[src/rtl/edic_clk_ctrl_pkg.sv]
// edic_clk_ctrl_pkg: controller state encoding, shared by the clock-enable generator
//   state_t: HALT=0 RUN=1 STEP_INSTR=2 BREAK=3; these values are also what o_state shows
package edic_clk_ctrl_pkg;
  typedef enum logic [1:0] {
    HALT       = 2'd0,
    RUN        = 2'd1,
    STEP_INSTR = 2'd2,
    BREAK      = 2'd3
  } state_t;
endpackage

[src/rtl/btn_debouncer.sv]
// btn_debouncer: 2-FF synchroniser, stability counter and press pulse for the step button
//   clk, rst  clock, asynchronous active-high reset
//   btn       raw button level, asynchronous
//   step_req  one-cycle pulse when the accepted level goes 0->1
module btn_debouncer #(
  parameter int DEBOUNCE_CYCLES = 50000
) (
  input  logic clk,
  input  logic rst,
  input  logic btn,
  output logic step_req
);
  localparam int CW = $clog2(DEBOUNCE_CYCLES + 1);
  logic [1:0] sync;
  logic level, done;
  logic [CW-1:0] cnt;
  assign done = cnt == CW'(DEBOUNCE_CYCLES - 1);
  // cnt counts consecutive samples that differ from the accepted level; any agreeing sample restarts it
  always_ff @(posedge clk or posedge rst)
    if (rst) begin
      sync     <= '0;
      level    <= 1'b0;
      cnt      <= '0;
      step_req <= 1'b0;
    end else begin
      sync     <= {sync[0], btn};
      cnt      <= (sync[1] == level || done) ? '0 : cnt + CW'(1);
      level    <= (sync[1] != level && done) ? sync[1] : level;
      step_req <= sync[1] & ~level & done;
    end
endmodule

[src/rtl/clk_step_ctrl.sv]
// clk_step_ctrl: CPU clock-enable generator with run, cycle step, instruction step and PC breakpoint
//   i_clk, i_rst                 clock, asynchronous active-high reset
//   i_btnStep                    raw step button (asynchronous)
//   i_swInstrNCycle              1 = instruction step, 0 = cycle step (asynchronous)
//   i_swStepNRun                 1 = step mode, 0 = run mode (asynchronous)
//   i_swEnableBreakpoint         breakpoint armed (asynchronous)
//   i_breakpointAddress, i_pc    breakpoint PC and next-instruction PC
//   i_instrDone                  current microcycle ends the instruction
//   o_cpuClkEn                   registered one-cycle CPU advance enable
//   o_state                      HALT/RUN/STEP_INSTR/BREAK for display
//   o_cycleCount                 enable pulses since reset, only with CLK_STEP_CTRL_CYCLE_COUNT_EN
module clk_step_ctrl
  import edic_clk_ctrl_pkg::*;
#(
  parameter int DEBOUNCE_CYCLES = 50000,
  parameter int RUN_DIV         = 1,
  parameter int ADDR_W          = 16
) (
  input  logic              i_clk,
  input  logic              i_rst,
  input  logic              i_btnStep,
  input  logic              i_swInstrNCycle,
  input  logic              i_swStepNRun,
  input  logic              i_swEnableBreakpoint,
  input  logic [ADDR_W-1:0] i_breakpointAddress,
  input  logic [ADDR_W-1:0] i_pc,
  input  logic              i_instrDone,
  output logic              o_cpuClkEn,
  output logic [1:0]        o_state
`ifdef CLK_STEP_CTRL_CYCLE_COUNT_EN
  ,
  output logic [31:0]       o_cycleCount
`endif
);
  localparam int DW = RUN_DIV > 1 ? $clog2(RUN_DIV) : 1;
  logic [2:0] sw_s1, sw_s2;
  logic [1:0] rdy;
  logic live, sw_instr, sw_step, sw_bp, step_req, tick, done, hit, en_d, set_mask, mask;
  logic [DW-1:0] div;
  state_t state, nxt;
  assign {sw_bp, sw_step, sw_instr} = sw_s2;
  // synchronisers come out of reset at 0, which would read as run mode; hold HALT until they carry real switch values
  assign live = rdy[1];
  assign tick = div == DW'(RUN_DIV - 1);
  assign done = o_cpuClkEn & i_instrDone;
  assign hit  = done & sw_bp & ~mask & (i_pc == i_breakpointAddress);
  assign o_state = state;
  btn_debouncer #(.DEBOUNCE_CYCLES(DEBOUNCE_CYCLES)) u_btn (
    .clk(i_clk),
    .rst(i_rst),
    .btn(i_btnStep),
    .step_req(step_req)
  );
  always_ff @(posedge i_clk or posedge i_rst)
    if (i_rst) begin
      sw_s1      <= '0;
      sw_s2      <= '0;
      rdy        <= '0;
      state      <= HALT;
      o_cpuClkEn <= 1'b0;
      mask       <= 1'b0;
      div        <= '0;
    end else begin
      sw_s1      <= {i_swEnableBreakpoint, i_swStepNRun, i_swInstrNCycle};
      sw_s2      <= sw_s1;
      rdy        <= {rdy[0], 1'b1};
      state      <= nxt;
      o_cpuClkEn <= en_d;
      mask       <= set_mask | (mask & ~done);
      div        <= (nxt != state || tick) ? '0 : div + DW'(1);
    end
  // a hit or a completed instruction suppresses the next enable so the CPU stops before the following instruction
  always_comb begin
    nxt      = state;
    en_d     = 1'b0;
    set_mask = 1'b0;
    case (state)
      HALT:
        if (live) begin
          if (!sw_step) nxt = RUN;
          else if (step_req) begin
            nxt  = sw_instr ? STEP_INSTR : HALT;
            en_d = !sw_instr;
          end
        end
      RUN:
        if (hit) nxt = BREAK;
        else if (sw_step) nxt = HALT;
        else en_d = tick;
      STEP_INSTR:
        if (done) nxt = HALT;
        else if (!sw_step) nxt = RUN;
        else en_d = tick;
      BREAK:
        if (sw_step) nxt = HALT;
        else if (step_req) begin
          nxt      = RUN;
          set_mask = 1'b1;
        end
      default: nxt = HALT;
    endcase
  end
`ifdef CLK_STEP_CTRL_CYCLE_COUNT_EN
  logic [31:0] cycle_count;
  assign o_cycleCount = cycle_count;
  always_ff @(posedge i_clk or posedge i_rst)
    if (i_rst) cycle_count <= '0;
    else if (o_cpuClkEn) cycle_count <= cycle_count + 32'd1;
`endif
endmodule

[config.mk]
export PLATFORM = sky130hd
export DESIGN_NAME = clk_step_ctrl
export DESIGN_NICKNAME = d
export VERILOG_FILES = /design/src/rtl/edic_clk_ctrl_pkg.sv /design/src/rtl/btn_debouncer.sv /design/src/rtl/clk_step_ctrl.sv
export SDC_FILE = /design/constraint.sdc
export NUM_CORES = 1
export LEC_CHECK = 0
export BUFFER_PORTS_ARGS = -buffer_cell sky130_fd_sc_hd__buf_2
export CAP_MARGIN = 15
export CORE_ASPECT_RATIO = 1.75
export CORE_MARGIN = 2
export CORE_UTILIZATION = 51
export DETAILED_ROUTE_END_ITERATION = 16
export PLACE_DENSITY = 0.78
export SYNTH_ARGS = -nofsm -noshare
export SYNTH_HDL_FRONTEND = slang
export SYNTH_SLANG_ARGS = --single-unit
[constraint.sdc]
create_clock -name i_clk -period 2.45 [get_ports i_clk]
set_input_delay 0.245 -clock i_clk [delete_from_list [all_inputs] [get_ports i_clk]]
set_output_delay 0.245 -clock i_clk [all_outputs]
set_load 0.02 [all_outputs]
==> metrics.md, run 1 <==
| Metric | Value |
|---|---|
| H-tree depth | `2` |
| Most instantiated library cell after synthesis | `dfrtp_1` |
| Crit path launch type | `register` |
| Initial antenna violation count | `0` |
| Clk pin slew, worst setup/hold paths | `0.06 ns` |
| Grt total ovfl | `0` |
| Synth top area share | `0.5293` |
| Post-Synthesis Cells | `150` |
| Maxcap violations | `0` |
| Cell Pwr Density | `565.2 nW/um^2` |
| Final hold vios | `0` |
| Post-route antenna net violation count | `0` |
| Leakage power | `0.8604 nW` |
| Clk Latency, worst-skew pair | `0.28 ns` |
| Measured slew at the worst slew-check pin | `0.5681 ns` |
| Slowest Stage Delay on Critical Path | `0.47 ns` |
| Critical path required time | `2.59 ns` |
| Fillers | `240` |
| Post-Syn Area | `1560 um^2` |
| Worst EP arrival | `2.16 ns` |
| Fraction of layout cells with a size suffix above 1 | `0.2576` |
| Global-route wire length before repair | `4767 um` |
| Top post-synthesis cells by area | `dfrtp_1 (53%), xnor2_1 (11%), xor2_1 (5.6%)` |
| Post-layout min period | `2.020 ns` |
| Global placement routability congestion | `0.8929` |
| Synth area leader | `dfrtp_1` |
| Port Buf Inserts | `41` |
| FP Rows | `26` |
| Max rail drop VDD | `0.4700 mV` |
| Worst Path Max Fanout | `15` |
| Die ar. | `3535 um^2` |
| R2r startpoint | `u_btn.cnt[0]` |
| WS Path Type | `register to register` |
| Routed via count | `1,212` |
| Post-route cell area | `1864 um^2` |
| Die Y | `77.17 um` |
| Simple-gate portion of the synthesized area | `0.2069` |
| Setup ws final | `0.4299 ns` |
| Worst slack, placed | `0.4280 ns` |
| CP Cell Sequence | `ha_1 -> nand3_2 -> or4_1 -> nor2_1 -> or2_1 -> nor2_1` |
| Ys async rst share | `1.000` |
| Largest family of logic cells by synthesized area | `simple AND/OR/NAND/NOR gates` |
| Synth Flop Type | `dfrtp_1` |
| Vias in the first global route | `1,262` |
| CP endpoint kind | `register` |
| RR Endpoint | `u_btn.cnt[12]` |
| Vias/cell | `5.363` |
| CTS tree | `yes` |
| Final setup TNS | `0 ns` |
| Resized cells post-CTS | `0` |
| Compound-gate portion of the synthesized area | `0.03368` |
| Reg2reg path depth | `6` |
| Synthesized Nets | `191` |
| Cts hold-fix bufs | `0` |
| Rel. slew slack | `0.6178` |
| RSZ-0062 raised after global routing | `false` |
| Pre-antenna DRT Iters | `4` |
| Chip width | `45.81 um` |
| Mux contribution to synthesized area | `0.007217` |
| WL final | `2953 um` |
| CTS sink cnt | `33` |
| DP HPWL | `2217 um` |
| Nets@finish | `238` |
| Top cells by count, synth | `dfrtp_1 (33), nor2_1 (22), xnor2_1 (20)` |
| Effective utilization at floorplan | `0.5329` |
| Synth Area in Adders | `0.01604` |
| Cell variety after synth | `30` |
| Post-CTS Setup Repair Bufs | `0` |
| CP max-delay cell | `or4_1` |
| R2R setup slack | `0.43 ns` |
| Total GRT Usage | `0.1866` |
| Clock Tree Buf Depth | `2` |
| Largest net degree at the start of global routing | `34` |
| Placed instance area | `1782 um^2` |
| Number of inserted diodes | `0` |
| Final core occ | `0.6368` |
| CTS Buf Count | `5` |
| Slew Viols, Final | `0` |
| Sequential fraction of the synthesis area | `0.5293` |
| Status | `finished, final reports clean` |
| Mapped Avg Cell Area | `10.40 um^2` |
| Worst min path class | `input pin to async pin` |
| Post-synth EDFFs | `0` |
| Initial DRC Count | `25` |
| Fmax achieved | `495.0 MHz` |
| Residual DRC | `0` |
| XOR/XNOR Fraction of Synth Area | `0.1684` |
| P&R area growth vs syn | `19.49%` |
| Io pins | `42` |
| Yosys warning total | `0` |
| WL/cell | `13.07 um` |
| Seq cells post-synth | `33` |
| Most used cell, CP | `nor2_1` |
| Root Driver | `clkbuf_8` |
| Core Region | `2928 um^2` |
| Fin crit share | `0.8245` |
| Clk_skew | `0.005588 ns` |
| Final setup violating endpoints | `0` |
[sequential cells by signal, summed over array words and instances, names as in the netlist]
signal          cells
sw_s1               3
u_btn.sync          2
rdy                 2
u_btn.cnt          16
u_btn.level         1
o_state             2
mask                1
sw_s2               3
u_btn.step_req      1
div                 1
o_cpuClkEn          1
[area by class of cell]
class	count	area [um^2]	share of cell area
Sequential cell	33	825.8	0.4430
Inverter	7	26.28	0.01409
Tap cell	28	35.03	0.01879
Clock inverter	2	10.01	0.005369
Multi-Input combinational cell	108	681.9	0.3658
Clock buffer	6	72.57	0.03893
Timing Repair Buffer	42	212.7	0.1141
[worst max-delay path by stage]
stage / cells past startpoint / start / slack [ns] / end
final: 6 / u_btn.cnt[0] / 0.43 / u_btn.cnt[12]
after global placement: 6 / u_btn.cnt[0] / 0.52 / u_btn.cnt[11]
after global routing: 6 / u_btn.cnt[0] / 0.23 / u_btn.cnt[12]
after CTS: 6 / u_btn.cnt[0] / 0.42 / u_btn.cnt[12]
after floorplan: 6 / u_btn.cnt[0] / 0.64 / u_btn.level
after detailed placement: 6 / u_btn.cnt[0] / 0.43 / u_btn.cnt[12]
[power breakdown]
| part | switching [mW] | leakage, nW | total [mW] | internal (mW) |
|---|---|---|---|---|
| clock | 0.184 | 0.0450 | 0.381 | 0.196 |
| sequential | 0.0104 | 0.431 | 0.572 | 0.562 |
| combinational | 0.0496 | 0.385 | 0.101 | 0.0510 |
| total | 0.244 | 0.860 | 1.05 | 0.809 |
[layer usage]
layer  up-vias  share of wire  track usage
li1        593              -            -
met1       556           0.38       0.1638
met2        56           0.53       0.3437
met3         7          0.073      0.06353
met4         0          0.022      0.08857
met5         -              0            0
[cell usage in the layout, fill, tap and decap left out, drive strengths merged, types with 2 or more instances in the layout]
master and n:
o21ai 3, nor3 4, xor2 10, nand4 7, and3 2, nor2 22
nand2b 2, xnor2 20, nor2b 2, nand3 9, buf 42, nor4 3
conb 2, clkinv 2, dfrtp 33, ha 2, inv 7, clkbuf 6
nand2 9
[critical path, delay by kind of cell, from the launching register on]
kind                       cells  cell delay (ns)
adders and majority gates      1             0.23
and+or+nand+nor                5             1.27
DFF                            1             0.39
[cell families after synthesis]
logic type,Yosys count
flops,33
fa+ha+maj,2
xor+xnor,30
compound gates,8
simple gates,65
other cells,2
buf+inv,9
mux,1
[metrics by stage]
stage | std cells | power (mW) | hold slack, ns
floorplan | 150 | 0.6392 | 0.2764
global placement | 218 | 0.6783 | 0.3320
detailed placement | 218 | 0.6844 | 0.3347
CTS | 226 | 1.073 | 0.05443
global route | 226 | 1.112 | 0.05002
finish | 226 | 1.054 | 0.05145
(Power assumes the default switching activity.)
==> run 2: changes to the inputs <==
ABC_AREA = 1   (was not set)
CORE_UTILIZATION = 48   (was 51)
PLACE_DENSITY = 0.75   (was 0.78)
clock period = 1.7 ns   (was 2.45 ns; I/O delays follow)
==> run 2 against run 1 <==
Against the previous run: fmax is 31% higher; global-route usage is 0.17 points lower; setup slack worse by 0.28 ns; largest power group unchanged; final area is 20% higher; combinational power is 64% higher; critical path type unchanged; critical path depth is 1 higher; final cell count is 48% higher; non-clock buffer count is 8 higher; synthesized cell count is 54% higher; sequential share of layout area is 7.5 points lower; count of clock-buffer cells in the layout is 1 lower; routed wire length is 20% higher.
==> metrics.md, run 2 <==
| Metric | Value |
|---|---|
| Cell Pwr Density | `765.5 nW/um^2 (+35%)` |
| Post-route antenna net violation count | `0 (unchanged)` |
| Clock network fraction of design power | `0.428 (+0.067)` |
| Total GRT Usage | `0.1849 (-0.001750)` |
| Global-route wire length before repair | `6134 um (+29%)` |
| Seq cells post-synth | `33 (unchanged)` |
| Number of inserted diodes | `0 (unchanged)` |
| Worst min path class | `input pin to register` |
| Critical path required time | `1.89 ns (-0.70 ns)` |
| DP HPWL | `2721 um (+23%)` |
| Die ar. | `4287 um^2 (+21%)` |
| Biggest register | `u_btn.cnt` |
| Final setup TNS | `0 ns (unchanged)` |
| Residual DRC | `0 (unchanged)` |
| Effective utilization at floorplan | `0.4976 (-0.03532)` |
| Max rail drop VDD | `0.9482 mV (+100%)` |
| Clk pin slew, worst setup/hold paths | `0.07 ns (about the same)` |
| Comb pwr share | `0.096 (about the same)` |
| Slew Viols, Final | `0 (unchanged)` |
| WS Path Type | `register to register` |
| WL final | `3546 um (+20%)` |
| Chip width | `50.36 um (+9.9%)` |
| Power consumption | `1.717 mW (+63%)` |
| Most instantiated library cell after synthesis | `nand2_1` |
| Footprint of the multi-input gates | `805.8 um^2 (+18%)` |
| CP Cell Sequence | `ha_1 -> nand2_1 -> nor2_4 -> buf_4 -> nand3_2 -> nand2_4 -> nor3b_1` |
| Final core occ | `0.6183 (-0.01848)` |
| CP max-delay cell | `dfrtp_1` |
| Root Driver | `clkbuf_8` |
| Placed Cells | `319 (+46%)` |
| Fmax achieved | `646.6 MHz (+31%)` |
| Worst EP arrival | `1.74 ns (-0.42 ns)` |
| Routed via count | `1,575 (+30%)` |
| Top post-synthesis cells by area | `dfrtp_1 (46%), nand2_1 (11%), inv_1 (8.3%)` |
| Final hold vios | `0 (unchanged)` |
| Max reg flops | `16 (unchanged)` |
| Clock Tree Buf Depth | `2 (unchanged)` |
| Post-Synthesis Cells | `231 (+54%)` |
| Largest registers | `u_btn.cnt x16, sw_s1 x3, sw_s2 x3` |
| Fillers | `326 (+36%)` |
| Grt total ovfl | `0 (unchanged)` |
| Slowest Stage Delay on Critical Path | `0.40 ns (-0.07 ns)` |
| Die Y | `85.13 um (+10%)` |
| Pre-antenna DRT Iters | `4 (unchanged)` |
| Switching share of power | `0.2302 (-0.001726)` |
| Fin crit share | `0.9098 (+0.08526)` |
| Cell variety after synth | `29 (-3.3%)` |
| CTS sink cnt | `33 (unchanged)` |
| Post-synth EDFFs | `0 (unchanged)` |
| Hold depth | `3` |
| Clk Latency, worst-skew pair | `0.28 ns (about the same)` |
| Top cells by count, synth | `nand2_1 (54), inv_1 (40), dfrtp_1 (33)` |
| Final setup violating endpoints | `0 (unchanged)` |
| Worst path bufs/invs | `1 (+1)` |
| Yosys warning total | `0 (unchanged)` |
| Mapped Avg Cell Area | `7.816 um^2 (-25%)` |
| Maxcap violations | `0 (unchanged)` |
| Reg2reg path depth | `7 (+1)` |
| Final Hold Slack | `0.2144 ns (+0.1629 ns)` |
| H-tree depth | `2 (unchanged)` |
| CTS Buf Count | `5 (unchanged)` |
| Vias in the first global route | `1,573 (+25%)` |
| Register area | `825.8 um^2 (unchanged)` |
| Post-layout min period | `1.547 ns (-0.4735 ns)` |
| CTS tree | `yes` |
| Int Power | `1.322 mW (+63%)` |
| Clk_skew | `0.007528 ns (+0.001941 ns)` |
| Port Buf Inserts | `41 (unchanged)` |
| Fraction of layout cells with a size suffix above 1 | `0.2535 (-0.004104)` |
| Crit path launch type | `register` |
| Io pins | `42 (unchanged)` |
| FP Rows | `29 (+12%)` |
| Status | `finished, final reports clean` |
| Initial antenna violation count | `0 (unchanged)` |
| Commonest cells after routing, fill and taps aside | `nand2_1 (54), buf_2 (41), inv_1 (40)` |
| NetSw | `0.3953 mW (+62%)` |
| Top Family by Delay on Critical Path | `simple AND/OR/NAND/NOR gates` |
| Flop pwr share | `0.476 (-0.067)` |
| Vias/cell | `4.716 (-12%)` |
| Global placement routability congestion | `0.8405 (-5.9%)` |
| Synth Flop Type | `dfrtp_1` |
| Synth top area share | `0.4574 (-0.07189)` |
| P&R area growth vs syn | `24.25%` |
| CP endpoint kind | `register` |
| Most common cell after layout, fill and taps aside | `nand2_1` |
| Leakage power | `1.129 nW (+31%)` |
| Ys async rst share | `1.000 (unchanged)` |
| Synthesized Nets | `272 (+42%)` |
| Initial DRC Count | `41 (+64%)` |
| Synth area leader | `dfrtp_1` |
| Levels on crit path | `7 (+1)` |
| Core Region | `3628 um^2 (+24%)` |
| Largest net degree at the start of global routing | `34 (unchanged)` |
| WL/cell | `10.62 um (-19%)` |
| Worst Path Max Fanout | `14 (-1)` |
| Finished Layout Cells | `334 (+48%)` |
| RSZ-0062 raised after global routing | `false` |
| Nets@finish | `328 (+38%)` |
| Post-Syn Area | `1805 um^2 (+16%)` |
| Sequential fraction of the synthesis area | `0.4574 (-0.07189)` |
==> run 2: cell types whose count changed after synthesis, sizes merged, moves of 3 or more <==
cell and delta:
nand2 +47, inv +34, nor2 +20, xnor2 -14, xor2 -6, a21oi +5, nand3 +5, nor3 +5
nand4 -4, nor3b +3
==> run 2: area by class of cell <==
class                   instances  share of cell area
well taps                      46             0.02566
inverters                      41             0.06860
flip-flops and latches         33              0.3681
clock inverters                 3             0.02064
multi-input cells             156              0.3592
repair buffers                 50              0.1272
clock buffers                   5             0.03067
==> run 2: layer usage <==
metal,share of wire,GRT usage
met1,0.37,0.1781
met2,0.55,0.3624
met3,0.062,0.04225
met4,0.019,0.06880
met5,0,0
==> run 2: final timing paths <==
check,to,startpoint,slack (ns)
worst max-delay path,u_btn.cnt[2],u_btn.cnt[0],0.15
worst min-delay path,mask,i_instrDone,0.21
worst max register to register,u_btn.cnt[2],u_btn.cnt[0],0.15
worst min register to register,sw_s2[1],sw_s1[1],0.34
max in group asynchronous,u_btn.cnt[0],i_rst,0.90
min in group asynchronous,sw_s1[2],i_rst,0.50
==> run 2: worst register-to-register path, delay by kind of cell (launching register included) <==
family        cells  cell delay (ns)
fa+ha+maj         1             0.22
simple gates      5             0.70
flops             1             0.40
buf+inv           1             0.14
==> run 2: power groups by stage <==
stage | clock [mW] | combinational (mW) | sequential (mW)
after global routing | 0.791 | 0.192 | 0.820
after CTS | 0.753 | 0.169 | 0.817
after global placement | 0 | 0.155 | 0.831
after floorplan | 0 | 0.0922 | 0.833
final | 0.734 | 0.166 | 0.817
after detailed placement | 0 | 0.160 | 0.832
==> run 2: what timing repair did <==
| item | 4_1_cts | 5_1_grt |
|---|---|---|
| hold buffers | 5 | 0 |
| resized for setup | 0 | 0 |
| buffers inserted | 0 | 2 |
| setup endpoints to repair | 0 | 1 |
| endpoints found under the hold margin | 37 | 0 |
==> run 2: logic make-up (layout without fill, tap and decap cells) <==
family                   after synthesis  after routing  share of synthesized area
XOR/XNOR                              10             10                    0.04851
buffers and inverters                 42             99                    0.09632
other                                  2              2                   0.004160
flip-flops                            33             33                     0.4574
AND/OR/NAND/NOR                      130            130                     0.3403
AO/OA/AOI/OAI                         12             12                    0.03951
adder cells (fa/ha/maj)                2              2                    0.01386
==> run 2: metrics by stage <==
step / worst slack [ns] / cell area [um^2]
finish: 0.1533 / 2243
global route: 0.03329 / 2243
CTS: 0.1415 / 2228
detailed placement: 0.1539 / 2063
global placement: 0.2172 / 2063
floorplan: 0.2855 / 1805
==> run 3: changes to the inputs <==
RECOVER_POWER = 50   (was not set)
==> run 3 against run 2 <==
Against the previous run: final cell count unchanged; critical path type unchanged; setup slack unchanged; sequential share of layout area hardly changed.
==> metrics.md, run 3 (same netlist as run 2, synthesis figures left out) <==
| Metric | Value |
|---|---|
| Status | `finished, final reports clean` |
| RSZ-0062 raised after global routing | `false` |
| Io pins | `42 (unchanged)` |
| CTS sink cnt | `33 (unchanged)` |
| Post-layout min period | `1.547 ns (unchanged)` |
| Root Driver | `clkbuf_8` |
| Worst EP arrival | `1.74 ns (about the same)` |
| Worst Path Max Fanout | `14 (unchanged)` |
| Die ar. | `4287 um^2 (unchanged)` |
| Power consumption | `1.716 mW (about the same)` |
| Fillers | `327 (+0.31%)` |
| Most common cell after layout, fill and taps aside | `nand2_1` |
| Port Buf Inserts | `41 (unchanged)` |
| Global-route wire length before repair | `6134 um (unchanged)` |
| Crit path launch type | `register` |
| Chip width | `50.36 um (unchanged)` |
| CTS Buf Count | `5 (unchanged)` |
| Final hold vios | `0 (unchanged)` |
| Clk pin slew, worst setup/hold paths | `0.07 ns (about the same)` |
| Routed via count | `1,575 (unchanged)` |
| FP Rows | `29 (unchanged)` |
| Post-route cell area | `2241 um^2 (-0.11%)` |
| Finished Layout Cells | `334 (unchanged)` |
| Grt total ovfl | `0 (unchanged)` |
| Clk Latency, worst-skew pair | `0.28 ns (about the same)` |
| Cell Pwr Density | `766.0 nW/um^2 (about the same)` |
| Nets@finish | `328 (unchanged)` |
| Measured slew at the worst slew-check pin | `0.7895 ns` |
| Clock Tree Buf Depth | `2 (unchanged)` |
| Total GRT Usage | `0.1849 (unchanged)` |
| Largest registers | `u_btn.cnt x16, sw_s1 x3, sw_s2 x3` |
| Critical path required time | `1.89 ns (about the same)` |
| Final core occ | `0.6176 (-0.0006900)` |
| Worst min path class | `input pin to register` |
| CP endpoint kind | `register` |
| Worst slack, placed | `0.1539 ns (unchanged)` |
| Number of inserted diodes | `0 (unchanged)` |
| Clk_skew | `0.007528 ns (unchanged)` |
| Vias in the first global route | `1,573 (unchanged)` |
| Initial DRC Count | `41 (unchanged)` |
| Register area | `825.8 um^2 (unchanged)` |
| Placed instance area | `2063 um^2 (unchanged)` |
| Final setup TNS | `0 ns (unchanged)` |
| Global placement routability congestion | `0.8405 (unchanged)` |
| Pre-antenna DRT Iters | `4 (unchanged)` |
| Setup ws final | `0.1533 ns (unchanged)` |
| Largest net degree at the start of global routing | `34 (unchanged)` |
| H-tree depth | `2 (unchanged)` |
| Effective utilization at floorplan | `0.4976 (unchanged)` |
| Max reg flops | `16 (unchanged)` |
| Vias/cell | `4.716 (unchanged)` |
| Final setup violating endpoints | `0 (unchanged)` |
| DP HPWL | `2721 um (unchanged)` |
| Fraction of layout cells with a size suffix above 1 | `0.2535 (unchanged)` |
| CTS tree | `yes` |
| Maxcap violations | `0 (unchanged)` |
| Max rail drop VDD | `0.9481 mV (about the same)` |
| Placed Cells | `319 (unchanged)` |
| Fin crit share | `0.9098 (unchanged)` |
| Commonest cells after routing, fill and taps aside | `nand2_1 (54), buf_2 (41), inv_1 (40)` |
| Initial antenna violation count | `0 (unchanged)` |
| Rel. slew slack | `0.4737` |
| Final Hold Slack | `0.2144 ns (unchanged)` |
| Die Y | `85.13 um (unchanged)` |
| Leakage power | `1.129 nW (about the same)` |
| Biggest register | `u_btn.cnt` |
| WL/cell | `10.62 um (unchanged)` |
| Core Region | `3628 um^2 (unchanged)` |
| Fmax achieved | `646.6 MHz (unchanged)` |
| Post-route antenna net violation count | `0 (unchanged)` |
| Footprint of the multi-input gates | `805.8 um^2 (unchanged)` |
| Residual DRC | `0 (unchanged)` |
| P&R area growth vs syn | `24.12%` |
| WS Path Type | `register to register` |
| Resized cells post-CTS | `0 (unchanged)` |
| Slew Viols, Final | `0 (unchanged)` |
| WL final | `3546 um (unchanged)` |
[run 3: changes by cell type in the layout (fill, tap and decap cells not counted), sizes merged]
cell    before  now
buf         45   44
clkbuf       5    6
[run 3: final cells by class]
class	instances	area share
multi-input combinational	156	0.3596
clock inverter	3	0.02066
timing repair buffer	50	0.1262
clock buffer	5	0.03071
sequential	33	0.3685
tap	46	0.02568
inverter	41	0.06868
[run 3: path summary, 6_finish.rpt]
check,start,to,slack [ns],cells after the start
worst max-delay path,u_btn.cnt[0],u_btn.cnt[2],0.15,7
worst min-delay path,i_instrDone,mask,0.21,3
worst max register to register,u_btn.cnt[0],u_btn.cnt[2],0.15,7
worst min register to register,sw_s1[1],sw_s2[1],0.34,0
max in group asynchronous,i_rst,u_btn.cnt[0],0.55,4
min in group asynchronous,i_rst,sw_s1[2],0.65,4
[run 3: layer usage]
layer | share of wire | GRT usage
met4 | 0.019 | 0.06880
met5 | 0 | 0
met3 | 0.062 | 0.04225
met2 | 0.55 | 0.3624
met1 | 0.37 | 0.1781
[run 3: power breakdown]
group | total, mW | internal (mW) | switching (mW) | leakage (nW)
registers | 0.817 | 0.806 | 0.0111 | 0.432
clock network | 0.734 | 0.438 | 0.296 | 0.0543
logic | 0.165 | 0.0767 | 0.0881 | 0.642
[run 3: repair_timing]
item	in CTS	in global routing
hold buffers	5	0
hold endpoints to repair	37	0
setup buffers	0	2
setup endpoints to repair	0	1
[run 3: worst max-delay path, stage by stage, from the launching register on]
cell and delay (ns):
dfrtp_1 0.40, ha_1 0.22, nand2_1 0.12, nor2_4 0.06
buf_4 0.14, nand3_2 0.13, nand2_4 0.16, nor3b_1 0.22
